==> config.mk <==
export PLATFORM = sky130hd
export DESIGN_NAME = clint_timer
export DESIGN_NICKNAME = d
export VERILOG_FILES = /design/src/rtl/clint_timer.sv
export SDC_FILE = /design/constraint.sdc
export NUM_CORES = 1
export LEC_CHECK = 0
export BUFFER_PORTS_ARGS = -buffer_cell sky130_fd_sc_hd__buf_4
export CAP_MARGIN = 25
export CORE_MARGIN = 2
export CORE_UTILIZATION = 45
export CTS_BUF_LIST = sky130_fd_sc_hd__clkbuf_8
export DETAILED_ROUTE_END_ITERATION = 8
export PLACE_DENSITY = 0.69
export SYNTH_ARGS = -nofsm -noshare
export SYNTH_HDL_FRONTEND = slang
export SYNTH_SLANG_ARGS = --single-unit
==> constraint.sdc <==
create_clock -name clk -period 2.4 [get_ports clk]
set_clock_uncertainty 0.05 [all_clocks]
set_input_delay 0.48 -clock clk [delete_from_list [all_inputs] [get_ports clk]]
set_output_delay 0.48 -clock clk [all_outputs]
set_load 0.005 [all_outputs]
==> src/rtl/clint_timer.sv <==
`timescale 1ns/1ps
// clint_timer: CLINT subset with 64-bit mtime/mtimecmp, a registered level timer interrupt and a
// single-cycle request/ack bus. Define CLINT_MSIP_EN to implement the msip register and soft_irq_o.
module clint_timer #(
  parameter logic [31:0] BASE_ADDR = 32'h0200_0000,
  parameter int unsigned PRESCALE  = 1
) (
  input  logic        clk,
  input  logic        rst,
  input  logic        req_i,
  input  logic        we_i,
  input  logic [31:0] addr_i,
  input  logic [31:0] wdata_i,
  output logic [31:0] rdata_o,
  output logic        ack_o,
  output logic [63:0] mtime_o,
  output logic        timer_irq_o,
  output logic        soft_irq_o
);

  localparam logic [15:0] OffMsip    = 16'h0000;
  localparam logic [15:0] OffCmpLo   = 16'h4000;
  localparam logic [15:0] OffCmpHi   = 16'h4004;
  localparam logic [15:0] OffTimeLo  = 16'hBFF8;
  localparam logic [15:0] OffTimeHi  = 16'hBFFC;
  localparam logic [15:0] PreLast    = 16'(PRESCALE - 1);

  logic [15:0] pre_q, pre_d;
  logic        tick;
  logic [63:0] mtime_q, mtime_d;
  logic [63:0] mtimecmp_q, mtimecmp_d;
  logic [31:0] rdata_q, rdata_d;
  logic [31:0] rd_val;
  logic        ack_q;
  logic        irq_q, irq_d;
  logic        sel;
  logic        wr;
  logic [15:0] off;
  logic        msip_rd;
  logic        unused_addr;

  // Word-aligned bus: byte offset bits carry no meaning.
  assign unused_addr = ^addr_i[1:0];

  assign sel = req_i && (addr_i[31:16] == BASE_ADDR[31:16]);
  assign wr  = sel && we_i;
  assign off = {addr_i[15:2], 2'b00};

`ifdef CLINT_MSIP_EN
  logic msip_q, msip_d;

  always_comb begin
    msip_d = msip_q;
    if (wr && (off == OffMsip)) msip_d = wdata_i[0];
  end

  always_ff @(posedge clk) begin
    if (rst) msip_q <= 1'b0;
    else     msip_q <= msip_d;
  end

  assign msip_rd = msip_q;
`else
  assign msip_rd = 1'b0;
`endif

  assign soft_irq_o = msip_rd;

  always_comb begin
    tick  = (pre_q == PreLast);
    pre_d = tick ? 16'd0 : pre_q + 16'd1;
  end

  // A write to either mtime half suppresses that cycle's increment.
  always_comb begin
    mtime_d = mtime_q;
    if (wr && (off == OffTimeLo)) begin
      mtime_d[31:0] = wdata_i;
    end else if (wr && (off == OffTimeHi)) begin
      mtime_d[63:32] = wdata_i;
    end else if (tick) begin
      mtime_d = mtime_q + 64'd1;
    end
  end

  always_comb begin
    mtimecmp_d = mtimecmp_q;
    if (wr && (off == OffCmpLo)) mtimecmp_d[31:0]  = wdata_i;
    if (wr && (off == OffCmpHi)) mtimecmp_d[63:32] = wdata_i;
  end

  always_comb begin
    rd_val = '0;
    if (sel) begin
      case (off)
        OffMsip:   rd_val = {31'd0, msip_rd};
        OffCmpLo:  rd_val = mtimecmp_q[31:0];
        OffCmpHi:  rd_val = mtimecmp_q[63:32];
        OffTimeLo: rd_val = mtime_q[31:0];
        OffTimeHi: rd_val = mtime_q[63:32];
        default:   rd_val = '0;
      endcase
    end
  end

  always_comb begin
    rdata_d = req_i ? rd_val : rdata_q;
    irq_d   = (mtime_q >= mtimecmp_q);
  end

  always_ff @(posedge clk) begin
    if (rst) begin
      pre_q      <= 16'd0;
      mtime_q    <= 64'd0;
      mtimecmp_q <= 64'hFFFF_FFFF_FFFF_FFFF;
      rdata_q    <= 32'd0;
      ack_q      <= 1'b0;
      irq_q      <= 1'b0;
    end else begin
      pre_q      <= pre_d;
      mtime_q    <= mtime_d;
      mtimecmp_q <= mtimecmp_d;
      rdata_q    <= rdata_d;
      ack_q      <= req_i;
      irq_q      <= irq_d;
    end
  end

  assign rdata_o     = rdata_q;
  assign ack_o       = ack_q;
  assign mtime_o     = mtime_q;
  assign timer_irq_o = irq_q;

endmodule

==> out/results.ini <==
[run_status]
status=finished with violations
violations=setup timing

[sta]
maxSlewViolCount=0
max_freq_mhz=403.9
worst_slack_ps=-75.65
fin_crit_sh_pct=103.2
tightest_slew_ps=707.7
tns_ps=-534.6
period_needed_ps=2476
relSlewSlack_pct=52.82
setup-violations-final=15
grt_setup_unrepaired=yes
hold_violations=0

[setup_path]
endpoint_kind=register
worstPathCellList=inv_2, ha_4, nor4b_4, and4_4, buf_4, nand4_1, or3_4, buf_12, buf_6, nor2_2, xor2_1, a22o_1
r2r_setup_slack_ps=-80
start_kind=register
r2r_cells=12
cpPeakStageDelay_ps=390
r2r_start=pre_q[1]$_SDFF_PP0_
worst_path_max_delay_cell=or3_4
crit_required_ps=2720
r2r_end=mtime_o[39]$_SDFFE_PP0P_
critPathKind=reg2reg
critPathMaxFanout=6
critical_path_arrival_ps=2800

[power]
p_leak_uw=0.006246
vdd_drop_max_mv=0.3482
p_per_area_mw_per_mm2=398.2

[placement]
dpl_cell_area_mm2=0.01272
port_buffers=163
place_congestion=0.9091
dpl.hpwl_um=24180

[routing]
wire_per_inst_um=18.70
drc_errors=0
wl_um=32780
routed_via_density=5.799
final_antenna_net_count=0
dr.pass1.iters=7
via_count=10170
drt_iter0_markers=876

[clock_network]
cts_buffers=17
path_clk_slew_ps=90
cts.root.buffer_cell=clkbuf_8
cts_buffer_depth=2
clock_sinks=178
htreeDepth=4
clk_latency_ps=470
cts_tree=built
cts_hold_buf=0

[global_route]
grt_use_total_pct=27.42
grt_max_degree=41
grt_pass1_wl_um=51730
grt_pass1_vias=9501
grt_overflow_total=0
antenna_found_initial=0

[synth]
ys_ff_latch=178
syn_nets=1323
ys_warn_count=0
synth-edff-count=0
syn_area_mm2=0.009980
synth-seq-area-share_pct=35.71
postSynthAreaPerCell_um2=8.400
synthArstFlopShare_pct=0
syn_inst=1188
ys_types=52
synth-main-ff-cell=dfxtp_1

[floorplan]
core_area_mm2=0.02182
die_height_um=152.9
initial_core_util_pct=45.73
boundaryPins=167
fp-row-count=54
die_area_mm2=0.02338
die_x_um=152.9

[hold_path]
min_path_type=in2reg
whs_endpoint=mtime_o[1]$_SDFFE_PP0P_
min_path_cells=3
min_from=wdata_i[1]

[final_layout]
nNetsFinal=1596
layout-area-overhead-vs-synth_pct=36.16
final_common_cell=buf_4
final_core_util_pct=62.26
diodes=0
fill_cells=1902
mostFrequentLayoutCells=buf_4, dfxtp_1, nand2_1
fin_area_mm2=0.01359
drive_gt1_share_pct=30.75

[job]
cap_viol_max_count=0

## worst max-delay path by stage
stage | start | end | slack (ps)
after floorplan | addr_i[3] | mtimecmp_q[10]$_SDFFE_PP1P_ | -30
after global placement | pre_q[0]$_SDFF_PP0_ | mtime_o[46]$_SDFFE_PP0P_ | -320
after detailed placement | pre_q[1]$_SDFF_PP0_ | mtime_o[46]$_SDFFE_PP0P_ | -350
after CTS | pre_q[1]$_SDFF_PP0_ | mtime_o[45]$_SDFFE_PP0P_ | -6
after global routing | pre_q[1]$_SDFF_PP0_ | mtime_o[39]$_SDFFE_PP0P_ | -180
final | pre_q[1]$_SDFF_PP0_ | mtime_o[39]$_SDFFE_PP0P_ | -80
## power breakdown
| part | switching, uW | internal [uW] |
|---|---|---|
| clock | 1120 | 1040 |
| sequential | 4.91 | 2960 |
| combinational | 161 | 131 |
## critical path, delay by kind of cell, from the launching register on
| kind | cells | cell delay (ps) |
|---|---|---|
| buffers and inverters | 4 | 510 |
| adder cells (fa/ha/maj) | 1 | 130 |
| flip-flops | 1 | 340 |
| AND/OR/NAND/NOR | 5 | 1090 |
| XOR/XNOR | 1 | 70 |
| AO/OA/AOI/OAI | 1 | 190 |
## cell usage after synthesis (20+ instances only)
master      n  area, um2
xor2_1     35      306.5
xnor2_1    42      367.9
nand4_1    35      219.0
dfxtp_1   178       3563
nor2_1     57      214.0
nor4_1     20      125.1
a22o_1     57      499.2
nand3_1    37      185.2
clkbuf_1   63      236.5
ha_1       67      838.3
o211ai_1   65      488.0
o21ai_0    37      185.2
nand2_1   138      518.0
a222oi_1   32      320.3
inv_1      82      307.8
nand2b_1   65      406.6
a21oi_1    62      310.3
## through the flow
| stage | hold WS [ps] | instances | setup slack, ps | total power [uW] |
|---|---|---|---|---|
| 2_1_floorplan | 387.5 | 1188 | -29.63 | 3116 |
| 3_3_place_gp | 407.0 | 1719 | -324.2 | 3315 |
| 3_5_place_dp | 408.9 | 1719 | -350.9 | 3319 |
| 4_1_cts | 182.6 | 1751 | -5.904 | 5430 |
| 5_1_grt | 188.3 | 1753 | -183.4 | 5577 |
| 6_report | 197.6 | 1753 | -75.65 | 5411 |
## sequential cells by signal, summed over array words and instances, names as in the netlist
name / count
mtime_o: 64
mtimecmp_q: 64
rdata_o: 32
pre_q: 16
ack_o: 1
timer_irq_o: 1
## timing repair
| action | CTS | global route |
|---|---|---|
| resized for setup | 32 | 66 |
| pin swaps | 7 | 36 |
| endpoints found under the setup margin | 41 | 47 |
| buffers inserted | 1 | 2 |
## per-layer routing
metal / track usage (%) / share of wire, %
met5: 0 / 0
met4: 7.981 / 1.9
met3: 4.310 / 7.3
met2: 44.63 / 47
met1: 37.70 / 43
## cell families after synthesis
| kind of cell | Yosys count | share of synthesized area, % |
|---|---|---|
| multiplexers | 2 | 0.2006 |
| buffers and inverters | 155 | 6.056 |
| XOR/XNOR | 77 | 6.758 |
| adder cells (fa/ha/maj) | 67 | 8.400 |
| flip-flops | 178 | 35.71 |
| AND/OR/NAND/NOR | 432 | 23.02 |
| AO/OA/AOI/OAI | 276 | 19.82 |
| other | 1 | 0.03758 |
## layout make-up
type | count | area (um2) | area share (%)
multi-input cells | 855 | 6292 | 46.31
flip-flops and latches | 178 | 3587 | 26.40
repair buffers | 327 | 2658 | 19.56
well taps | 280 | 350.3 | 2.578
inverters | 82 | 307.8 | 2.265
clock buffers | 18 | 247.7 | 1.823
clock inverters | 13 | 145.1 | 1.068
(Power assumes the default switching activity.)
